<file path="config.mk">
export PLATFORM = sky130hd
export DESIGN_NAME = weight_rd_arbiter
export DESIGN_NICKNAME = d
export VERILOG_FILES = /design/src/rtl/weight_arb_pkg.sv /design/src/rtl/weight_rd_arbiter_rr_pick.sv /design/src/rtl/weight_rd_arbiter.sv
export SDC_FILE = /design/constraint.sdc
export NUM_CORES = 1
export LEC_CHECK = 0
export BUFFER_PORTS_ARGS = -buffer_cell sky130_fd_sc_hd__buf_2
export CAP_MARGIN = 10
export CELL_PAD_IN_SITES_DETAIL_PLACEMENT = 2
export CELL_PAD_IN_SITES_GLOBAL_PLACEMENT = 2
export CORE_MARGIN = 3
export CORE_UTILIZATION = 30
export DETAILED_ROUTE_END_ITERATION = 16
export HOLD_SLACK_MARGIN = 0.06
export PLACE_DENSITY = 0.9
export SKIP_LAST_GASP = 1
export SLEW_MARGIN = 30
export SYNTH_ARGS = -nofsm -noshare
export SYNTH_HDL_FRONTEND = slang
export SYNTH_HIERARCHICAL = 1
export SYNTH_SLANG_ARGS = --single-unit
</file>
<file path="constraint.sdc">
create_clock -name CLK -period 7.77 [get_ports CLK]
set_input_delay 0.3885 -clock CLK [delete_from_list [all_inputs] [get_ports CLK]]
set_output_delay 0.3885 -clock CLK [all_outputs]
set_load 0.05 [all_outputs]
</file>
<file path="src/rtl/weight_arb_pkg.sv">
// Shared types and default widths for the weight-memory read arbiter.
package weight_arb_pkg;

    localparam int unsigned WT_NUM_REQ = 4;
    localparam int unsigned WT_ADDR_W  = 19;
    localparam int unsigned WT_DATA_W  = 128;
    localparam int unsigned WT_CNT_W   = 11;

    typedef enum logic [1:0] {
        IDLE  = 2'd0,
        ISSUE = 2'd1,
        DRAIN = 2'd2
    } arb_state_e;

    // Index width for a requester number, never narrower than one bit.
    function automatic int unsigned idx_width(input int unsigned n);
        return (n > 1) ? $clog2(n) : 1;
    endfunction

endpackage

</file>
<file path="src/rtl/weight_rd_arbiter_rr_pick.sv">
// Combinational round-robin picker: first set request above ptr, wrapping.
module rr_pick
    import weight_arb_pkg::*;
#(
    parameter  int unsigned NUM_REQ = WT_NUM_REQ,
    localparam int unsigned IDX_W   = idx_width(NUM_REQ)
) (
    input  logic [NUM_REQ-1:0] req,
    input  logic [IDX_W-1:0]   ptr,
    output logic [NUM_REQ-1:0] winner_c,
    output logic [IDX_W-1:0]   idx_c,
    output logic               any_c
);

    logic [IDX_W-1:0] cand;

    always_comb begin
        winner_c = '0;
        idx_c    = '0;
        any_c    = 1'b0;
        cand     = '0;
        for (int unsigned k = 1; k <= NUM_REQ; k++) begin
            cand = IDX_W'((32'(ptr) + k) % NUM_REQ);
            if (!any_c && req[cand]) begin
                winner_c[cand] = 1'b1;
                idx_c          = cand;
                any_c          = 1'b1;
            end
        end
    end

endmodule

</file>
<file path="src/rtl/weight_rd_arbiter.sv">
// Shares one weight-memory read port between NUM_REQ schedulers, one burst
// at a time, routing in-order returns back to the owner of the burst.
module weight_rd_arbiter
    import weight_arb_pkg::*;
#(
    parameter int unsigned NUM_REQ = WT_NUM_REQ,
    parameter int unsigned ADDR_W  = WT_ADDR_W,
    parameter int unsigned DATA_W  = WT_DATA_W,
    parameter int unsigned CNT_W   = WT_CNT_W
) (
    input  logic                      CLK,
    input  logic                      RESET,
    input  logic [NUM_REQ-1:0]        req,
    input  logic [NUM_REQ*ADDR_W-1:0] req_base,
    input  logic [NUM_REQ*CNT_W-1:0]  req_count,
    output logic [NUM_REQ-1:0]        grant,
    output logic [NUM_REQ-1:0]        wvalid,
    output logic [DATA_W-1:0]         wdata,
    output logic [NUM_REQ-1:0]        wdone,
    output logic                      mem_rd_en,
    output logic [ADDR_W-1:0]         mem_rd_addr,
    input  logic [DATA_W-1:0]         mem_rd_data,
    input  logic                      mem_rd_valid,
    output logic                      busy,
    output logic                      err_stray
);

    localparam int unsigned IDX_W = idx_width(NUM_REQ);

    arb_state_e          state_q, state_d;
    logic [IDX_W-1:0]    ptr_q, ptr_d;
    logic [IDX_W-1:0]    owner_q, owner_d;
    logic [ADDR_W-1:0]   base_q, base_d;
    logic [CNT_W-1:0]    count_q, count_d;
    logic [CNT_W-1:0]    issued_q, issued_d;
    logic [CNT_W-1:0]    rcvd_q, rcvd_d;

    logic [NUM_REQ-1:0]  grant_d, wvalid_d, wdone_d;
    logic [DATA_W-1:0]   wdata_d;
    logic                mem_rd_en_d;
    logic [ADDR_W-1:0]   mem_rd_addr_d;
    logic                busy_d, err_stray_d;

    logic [NUM_REQ-1:0]  pick_winner;
    logic [IDX_W-1:0]    pick_idx;
    logic                pick_any;
    logic [ADDR_W-1:0]   sel_base;
    logic [CNT_W-1:0]    sel_count;
    logic [NUM_REQ-1:0]  owner_oh;

    rr_pick #(.NUM_REQ(NUM_REQ)) u_pick (
        .req      (req),
        .ptr      (ptr_q),
        .winner_c (pick_winner),
        .idx_c    (pick_idx),
        .any_c    (pick_any)
    );

    assign owner_oh = NUM_REQ'(1) << owner_q;

    // Burst parameters of the current pick, muxed with the one-hot winner.
    always_comb begin
        sel_base  = '0;
        sel_count = '0;
        for (int unsigned i = 0; i < NUM_REQ; i++) begin
            if (pick_winner[i]) begin
                sel_base  = req_base[i*ADDR_W +: ADDR_W];
                sel_count = req_count[i*CNT_W +: CNT_W];
            end
        end
    end

    always_comb begin
        state_d       = state_q;
        ptr_d         = ptr_q;
        owner_d       = owner_q;
        base_d        = base_q;
        count_d       = count_q;
        issued_d      = issued_q;
        rcvd_d        = rcvd_q;
        grant_d       = '0;
        wvalid_d      = '0;
        wdone_d       = '0;
        wdata_d       = wdata;
        mem_rd_en_d   = 1'b0;
        mem_rd_addr_d = mem_rd_addr;
        err_stray_d   = err_stray;

        case (state_q)
            IDLE: begin
                if (pick_any) begin
                    grant_d  = pick_winner;
                    owner_d  = pick_idx;
                    ptr_d    = pick_idx;
                    base_d   = sel_base;
                    count_d  = sel_count;
                    issued_d = '0;
                    rcvd_d   = '0;
                    state_d  = (sel_count == '0) ? DRAIN : ISSUE;
                end
            end
            ISSUE: begin
                mem_rd_en_d   = 1'b1;
                mem_rd_addr_d = base_q + ADDR_W'(issued_q);
                issued_d      = issued_q + CNT_W'(1);
                if (issued_q == count_q - CNT_W'(1)) begin
                    state_d = DRAIN;
                end
            end
            DRAIN: begin
                // Zero-length burst completes the cycle after its grant.
                if (count_q == '0) begin
                    wdone_d = owner_oh;
                    state_d = IDLE;
                end
            end
            default: state_d = IDLE;
        endcase

        // Returns belong to the open burst until all of its beats are in.
        if (mem_rd_valid) begin
            if (state_q != IDLE && rcvd_q < count_q) begin
                wvalid_d = owner_oh;
                wdata_d  = mem_rd_data;
                rcvd_d   = rcvd_q + CNT_W'(1);
                if (rcvd_q == count_q - CNT_W'(1)) begin
                    wdone_d = owner_oh;
                    state_d = IDLE;
                end
            end else begin
                err_stray_d = 1'b1;
            end
        end

        busy_d = (state_d != IDLE);
    end

    always_ff @(posedge CLK or posedge RESET) begin
        if (RESET) begin
            state_q     <= IDLE;
            ptr_q       <= IDX_W'(NUM_REQ - 1);
            owner_q     <= '0;
            base_q      <= '0;
            count_q     <= '0;
            issued_q    <= '0;
            rcvd_q      <= '0;
            grant       <= '0;
            wvalid      <= '0;
            wdata       <= '0;
            wdone       <= '0;
            mem_rd_en   <= 1'b0;
            mem_rd_addr <= '0;
            busy        <= 1'b0;
            err_stray   <= 1'b0;
        end else begin
            state_q     <= state_d;
            ptr_q       <= ptr_d;
            owner_q     <= owner_d;
            base_q      <= base_d;
            count_q     <= count_d;
            issued_q    <= issued_d;
            rcvd_q      <= rcvd_d;
            grant       <= grant_d;
            wvalid      <= wvalid_d;
            wdata       <= wdata_d;
            wdone       <= wdone_d;
            mem_rd_en   <= mem_rd_en_d;
            mem_rd_addr <= mem_rd_addr_d;
            busy        <= busy_d;
            err_stray   <= err_stray_d;
        end
    end

endmodule

</file>
## After elaboration in Yosys (flattened, before gate mapping)

Cells that the tools add are included.

- Input port bits: 255
- Bits in registers: 220

- Reductions and logical operators: 21
- Add/subtract/negate cells: 8
- Bitwise gates (word level): 4
- Shifts and indexed selects: 1
- Magnitude comparators: 9
- Equal/unequal tests: 5
- Mux-type cells: 60

Operator list:

| kind | count |
|---|---|
| $mux W11 | 9 |
| $mux W19 | 4 |
| $mux W4 | 13 |
| $add A11 B1 Y11 const B | 2 |
| $eq A11 B11 Y1 | 2 |
| $logic_not A11 Y1 | 2 |
| $mux W2 | 11 |
| $pmux W11 S2 | 1 |
| $add A19 B11 Y19 | 1 |
| $mux W1 | 13 |
| $lt A2 B3 Y1 const B | 4 |
| $or A4 B4 Y4 | 3 |
| $lt A11 B11 Y1 | 1 |
| $sub A11 B1 Y11 const B | 1 |
| $bmux W1 S2 | 4 |
| $demux W1 S2 | 4 |
| $ge A2 B1 Y1 const B | 4 |
| $logic_and A1 B1 Y1 | 8 |
| $reduce_and A2 Y1 | 4 |
| $pmux W2 S3 | 1 |
| $reduce_bool A2 Y1 | 3 |
| $add A2 B1 Y2 const B | 2 |
| $add A2 B2 Y2 const B | 2 |
| $shl A1 B2 Y4 const A | 1 |
| other kinds (6) | 8 |

## Logic depth before layout (Yosys ltp)

Gate-level depths: netlist (run 1).

- Word-level depth: 25
- Depth in mapped cells: 18

## Hierarchy

Netlist (run 1), hierarchy kept.

By module, submodules not included:

| module | cells an instance | times used | area each (sq um) |
|---|---|---|---|
| weight_rd_arbiter | 963 | 1 | 10,628.9 |
| rr_pick | 86 | 1 | 629.4 |

## Worst setup path before layout (run 1)

OpenSTA, ideal clock, no wires.

- Kind: reg-to-reg
- Start: register ptr_q[0]
- End: register state_q[1]
- Required time: 7.705 ns
- Setup time: 0.065 ns
- Stages on the path, launching flop included: 18
- Clock period less this slack: 3.866 ns
- Arrival: 3.802 ns
- Path slack: 3.904 ns
- Cell sequence: dfstp_2 > buf_6 > buf_2 > inv_1 > ha_1 > clkbuf_1 > inv_1 > a31oi_1 > o31ai_1 > a2111o_1 > or2_1 > clkbuf_1 > a221oi_1 > o22ai_1 > nor4_1 > o21ai_1 > o21ai_0 > o211a_1

- Elaborated cells between the ends (all ways): 60

RTL lines:

| what | RTL line | RTL |
|---|---|---|
| start: declaration | weight_rd_arbiter.sv:31 | `logic [IDX_W-1:0] ptr_q, ptr_d;` |
| start signal: assignment | weight_rd_arbiter.sv:141 | `ptr_q <= IDX_W'(NUM_REQ - 1);` |
| start signal: assignment | weight_rd_arbiter.sv:157 | `ptr_q <= ptr_d;` |
| parallel branches: the longest is 12 deep, another holds $lt A2 B3 Y1 | -- |  |
| $mux W4 (*) | weight_rd_arbiter_rr_pick.sv:24 | `if (!any_c && req[cand]) begin` |
| net pick_winner[2] | weight_rd_arbiter.sv:44 | `logic [NUM_REQ-1:0] pick_winner;` |
| $mux W11 (*) (2 in a row) | weight_rd_arbiter.sv:66 | `if (pick_winner[i]) begin` |
| $logic_not A11 Y1 (*) | weight_rd_arbiter.sv:99 | `state_d = (sel_count == '0) ? DRAIN : ISSUE;` |
| $mux W2 (*) | weight_rd_arbiter.sv:99 |  |
| $mux W2 (*) | weight_rd_arbiter.sv:91 | `if (pick_any) begin` |
| $pmux W2 S3 (*) | weight_rd_arbiter.sv:89 | `case (state_q)` |
| $mux W2 | weight_rd_arbiter.sv:126 | `if (rcvd_q == count_q - CNT_W'(1)) begin` |
| $mux W2 | weight_rd_arbiter.sv:122 | `if (state_q != IDLE && rcvd_q < count_q) begin` |
| $mux W2 (*) | weight_rd_arbiter.sv:121 | `if (mem_rd_valid) begin` |
| net state_d[1] | weight_rd_arbiter.sv:30 | `arb_state_e state_q, state_d;` |
| end signal: assignment | weight_rd_arbiter.sv:156 | `state_q <= state_d;` |
| end: declaration | weight_rd_arbiter.sv:30 |  |

Mark *: on every way through the listed nets, which the timed path passes. The select of a mux whose other input is x is not followed.
A chain may end at the register's enable or synchronous reset.

## Worst setup path in the final report (run 1)

- Start: register ptr_q[0]
- End: register state_q[0]

- Elaborated cells between the ends (all ways): 60

RTL lines:

| what | RTL line |
|---|---|
| parallel branches: the longest is 12 deep, another holds $lt A2 B3 Y1 | -- |
| $mux W4 (*) | weight_rd_arbiter_rr_pick.sv:24 |
| net pick_winner[1] | weight_rd_arbiter.sv:44 |
| $mux W11 (*) (3 in a row) | weight_rd_arbiter.sv:66 |
| $logic_not A11 Y1 (*) | weight_rd_arbiter.sv:99 |
| $mux W2 (*) | weight_rd_arbiter.sv:99 |
| $mux W2 (*) | weight_rd_arbiter.sv:91 |
| $pmux W2 S3 (*) | weight_rd_arbiter.sv:89 |
| $mux W2 | weight_rd_arbiter.sv:126 |
| $mux W2 | weight_rd_arbiter.sv:122 |
| $mux W2 (*) | weight_rd_arbiter.sv:121 |
| net state_d[0] | weight_rd_arbiter.sv:30 |

Marks and branches as above.

==> results of run 1 <==
==> critical path, cell delays in order, from the launching register on <==
cell and delay (ns):
dfstp_2 0.80, inv_1 0.18, ha_1 0.53, inv_1 0.21, a31oi_1 0.34, o31ai_1 0.10
or3_1 0.39, buf_4 0.26, nor2b_4 0.57, a22oi_1 0.15, o21ai_0 0.32, nor4_1 0.11
o21ai_1 0.19, nand2_1 0.08, a221oi_1 0.30
==> registers in the layout, indices dropped and copies added (netlist names) <==
| register | cells |
|---|---|
| mem_rd_addr | 19 |
| wdone | 4 |
| state_q | 2 |
| wvalid | 4 |
| issued_q | 11 |
| ptr_q | 2 |
| count_q | 11 |
| wdata | 128 |
| busy | 1 |
| rcvd_q | 11 |
| mem_rd_en | 1 |
| grant | 4 |
| owner_q | 2 |
| base_q | 19 |
| err_stray | 1 |
==> final timing paths <==
kind	slack [ns]	cells after the start	endpoint
setup / recovery	3.11	14	state_q[0]
hold / removal	0.08	2	wdata[119]
setup reg to reg	3.11	14	state_q[0]
hold reg to reg	0.46	1	err_stray
max in group asynchronous	5.97	5	wdata[17]
min in group asynchronous	0.54	3	wdata[11]
==> layout make-up <==
class | instances | area [um2] | area share
Sequential cell | 220 | 5508 | 0.3660
Multi-Input combinational cell | 735 | 5361 | 0.3563
Timing Repair Buffer | 460 | 2521 | 0.1675
Clock buffer | 42 | 832.0 | 0.05529
Tap cell | 468 | 585.6 | 0.03891
Inverter | 33 | 131.4 | 0.008730
Clock inverter | 5 | 102.6 | 0.006817
Antenna cell | 3 | 7.507 | 0.0004988
==> cells in the final DEF, fill, tap and decap left out, types with 8 or more instances in the layout <==
cell type | synthesis | layout
nor3_1 | 11 | 11
o21ai_0 | 66 | 66
o22ai_1 | 11 | 11
o21ai_1 | 14 | 14
ha_1 | 34 | 34
buf_4 | 10 | 8
clkbuf_8 | 0 | 10
a211oi_1 | 9 | 9
o31ai_1 | 10 | 10
nand4_1 | 10 | 10
buf_2 | 10 | 416
nand2b_1 | 9 | 9
dfrtp_1 | 218 | 218
mux2i_1 | 13 | 13
a22oi_1 | 22 | 22
a21oi_1 | 54 | 54
or3_1 | 12 | 12
inv_1 | 32 | 31
xor2_1 | 18 | 18
and3_1 | 8 | 8
dlygate4sd3_1 | 0 | 34
a221oi_1 | 9 | 9
clkbuf_16 | 0 | 27
xnor2_1 | 24 | 24
nand3_1 | 22 | 22
nand2_1 | 95 | 94
nor2_1 | 76 | 76
mux2_1 | 94 | 94
mux2_2 | 35 | 35
==> kinds of logic after synthesis <==
kind of cell               after synthesis  synth area share
adders and majority gates               35           0.03956
muxes                                  144            0.1446
AOI/OAI and AO/OA                      239            0.1369
xor gates and xnor gates                44           0.03667
buffers and inverters                   94           0.03712
DFF                                    220            0.4892
and+or+nand+nor                        273            0.1159
==> metrics by stage <==
step | cell area [um2] | utilization | power (mW)
finish | 15050 | 0.4091 | 3.224
global route | 15050 | 0.4091 | 3.364
CTS | 15010 | 0.4080 | 3.245
detailed placement | 13760 | 0.3742 | 1.879
global placement | 13730 | 0.3733 | 1.845
floorplan | 11260 | - | 1.668
==> per-layer routing <==
metal | global-route usage | vias to the layer above | routed length (um)
met3 | 0.04755 | 82 | 3048
met5 | 0 | - | 11
li1 | - | 4609 | -
met4 | 0.09098 | 2 | 1971
met1 | 0.2530 | 5027 | 17940
met2 | 0.3925 | 335 | 23190
==> where the power goes <==
group / switching [mW] / internal [mW]
Combinational: 0.411 / 0.193
Clock: 0.506 / 0.827
Sequential: 0.0709 / 1.22
Total: 0.987 / 2.24
==> results.toml, run 1 <==
[outcome]
outcome = "finished, final reports clean"

[cts]
root_buffer = "clkbuf_16"
cts_tree = "built"
cts_setup_buffers = 0
clkTransAtPathRegs_ns = 0.07
worst_skew_pair.late_latency_ns = 0.54
cts_hold_buf = 31
post_cts_resized = 0
numClockSinks = 220
cts_buffers = 26
htreeDepth = 1
cts_max_path_buffers = 3

[cells_and_area]
drive_gt1_frac = 0.3532
area_growth_pct = 33.67
finalNetCount = 1766
fin_cells = 1966
fillers = 3967

[drt]
routed_wl_um = 46160
vias = 10060
drtPass1Iterations = 4
drt_iter0_drc = 330
drtAntennaViolNets = 0
via_per_inst = 5.114
post_drt_wl_per_cell_um = 23.48
drc = 0

[critical_path]
cp-start-kind = "register"
path_max_fanout = 33
crit_path_end_kind = "register"
path_class = "reg -> reg"
arrival_ns = 5.07
reg2reg_from = "ptr_q[0]"
critPathLaunch = "ptr_q[0]"
crit_required_ns = 8.18

[yosys]
yosysMostFrequentCell = "dfrtp_1"
syn_nets = 1339
postSynthCellCount = 1049
yosys-top-cells-count = "dfrtp_1, nand2_1, mux2_1"
yosys_warnings = 6
avgSynthCellArea_um2 = 10.73
ys_ff_latch = 220
synth_edf_count = 0
synth_area_leaders = "dfrtp_1, mux2_1, ha_1"
synth_top_area_share = 0.4846
syn_area_um2 = 11260
ys_async_sr_fraction = 1.000
yosysUniqueCellTypes = 75
ys.flop_type = "dfrtp_1"
ys_seq_area_frac = 0.4892
yosysTopAreaCell = "dfrtp_1"

[sta]
slew_violations = 0
worst_pin_slew_ns = 0.7697
fin_crit_ns = 4.659
period_share = 0.5996
fmax_mhz = 214.6
setup_viol = 0
slew_headroom = 0.4869
setup_tns_ns = 0
hold_slack_ns = 0.07795
hold_viol_final = 0
fin_ws_ns = 3.111
rsz0062_at_grt = "false"
fin_skew_ns = 0.01892

[power_and_ir_drop]
p_per_area_nw_per_um2 = 214.2
leakage_nw = 7.033
irDropWorstVdd_mv = 0.1298

[grt]
grt_pass1_wl_um = 67930
grt_max_degree = 99
antenna_found_initial = 4
overflow = 0
first_global_vias = 11180
track_usage = 0.2187

[placement]
io_buffers = 416
dp.cells = 1882
gp_congestion = 0.8734
place_ws_ns = 3.178
hpwl_um = 32310

[min_path]
min-delay-start = "mem_rd_data[119]"
hold_class = "in -> reg"

[die]
fp.dieW_um = 199.7
core-area_um2 = 36790
die_h_um = 199.7
pin_count = 417
die_area_um2 = 39890
initial_core_util = 0.3061
rows = 70

[job]
cap_viol_max_count = 0
Power figures use the tool's default switching activity.
==> inputs of run 2 (changes only) <==
Clock period 7.77 ns to 4.8 ns, I/O delays scaled along.
==> results.toml, run 2 (same netlist as run 1, synthesis figures left out) <==
[cells_and_area]
fillers = 3833
final_common_cell = "buf_2"
seqCellArea_um2 = 5512
reg_top3 = "wdata (128), base_q (19), mem_rd_addr (19)"
area_growth_pct = 44.21
utilization = 0.4414
fin_area_um2 = 16240
fin_cells = 2089
final_cell_mix = "buf_2, dfrtp_1, dlygate4sd3_1"
largest_reg_flops = 128
multi_input_area_um2 = 5356
drive_gt1_frac = 0.3288
largest_register = "wdata"
finalNetCount = 1887

[die]
fp.dieW_um = 199.7
die_area_um2 = 39890
core-area_um2 = 36790
rows = 70
die_h_um = 199.7
initial_core_util = 0.3061
pin_count = 417

[drt]
routed_wl_um = 49760
drc = 0
drtAntennaViolNets = 0
met3_length_um = 2716
wl_met2_um = 25210
drt_iter0_drc = 485
drt-met1-wl_um = 19580
via_per_inst = 5.110
dr.max_layer_used = "met4"
vias = 10680
drtPass1Iterations = 4
post_drt_wl_per_cell_um = 23.82

[sta]
fin_skew_ns = 0.02471
setup_tns_ns = 0
period_share = 0.9211
hold_viol_final = 0
fmax_mhz = 226.2
slew_violations = 0
rsz0062_at_grt = "false"
fin_ws_ns = 0.3789
setup_viol = 0
worst_pin_slew_ns = 0.8273
slew_headroom = 0.4485
fin_crit_ns = 4.421

[cts]
root_buffer = "clkbuf_16"
worst_skew_pair.late_latency_ns = 0.54
htreeDepth = 1
cts_max_path_buffers = 3
cts_buffers = 26
cts_tree = "built"
clkTransAtPathRegs_ns = 0.06
numClockSinks = 220
cts_setup_buffers = 0

[critical_path]
path_max_fanout = 21
crit_path_end_kind = "register"
cp-start-kind = "register"
crit_required_ns = 5.21
path_class = "reg -> reg"
arrival_ns = 4.83

[job]
cap_viol_max_count = 0

[power_and_ir_drop]
p_per_area_nw_per_um2 = 325.0
irDropWorstVdd_mv = 0.2337
leakage_nw = 7.523

[grt]
overflow = 0
track_usage = 0.2386
antenna_found_initial = 5
first_global_vias = 12150
grt_pass1_wl_um = 74090
grt_max_degree = 126

[min_path]
hold_class = "in -> reg"

[placement]
hpwl_um = 31740
place_ws_ns = 0.3224
io_buffers = 416
placed_area_um2 = 13770
gp_congestion = 0.9152
dp.cells = 1884

[outcome]
outcome = "finished, final reports clean"
==> run 2: worst max-delay path, cell delays in order (launching register included) <==
cell and delay, ns:
dfstp_4 0.76, inv_1 0.14, ha_1 0.53, inv_1 0.21, a31oi_1 0.36, o31ai_1 0.12
or3_1 0.49, nor2b_2 0.46, a22oi_1 0.15, o21ai_0 0.33, nor4_1 0.12, o21ai_1 0.23
nand2_1 0.08, a221oi_1 0.32
==> run 2: layout make-up <==
class	count	share of cell area
Antenna cell	6	0.0009248
Clock buffer	33	0.04416
Clock inverter	13	0.01195
Inverter	33	0.007861
Multi-Input combinational cell	735	0.3299
Sequential cell	220	0.3395
Tap cell	468	0.03607
Timing Repair Buffer	581	0.2297
==> run 2: what timing repair did <==
action                                  CTS  global route
hold endpoints to repair                166             0
hold buffers                            153             0
endpoints found under the setup margin    0             2
gates resized for setup                   0             1
==> run 2: routing by layer <==
metal  vias up  track usage
met5         -            0
met4         0       0.1039
met3       106      0.04215
met2       375       0.4350
met1      5343       0.2746
li1       4851            -
==> run 2: per-stage QoR <==
step                      hold WS [ns]  total power, mW
after floorplan                 0.3569            2.700
after global placement          0.2472            2.991
after detailed placement        0.2673            3.037
after CTS                      0.09672            5.262
after global routing            0.1646            5.494
final                           0.1256            5.277
==> run 2: path summary, 6_finish.rpt <==
check,startpoint,end,slack [ns],cells after the start
worst min-delay path,req_base[47],base_q[9],0.13,5
worst min register to register,err_stray,err_stray,0.46,1
max in group asynchronous,RESET,count_q[10],3.48,4
worst max-delay path,ptr_q[0],state_q[0],0.38,13
min in group asynchronous,RESET,wdata[38],0.28,3
worst max register to register,ptr_q[0],state_q[0],0.38,13
==> run 2: report_power, final <==
group | switching, mW | total, mW | internal (mW)
registers | 0.122 | 2.09 | 1.97
clock network | 0.841 | 2.12 | 1.28
logic | 0.690 | 1.07 | 0.377
total | 1.65 | 5.28 | 3.62
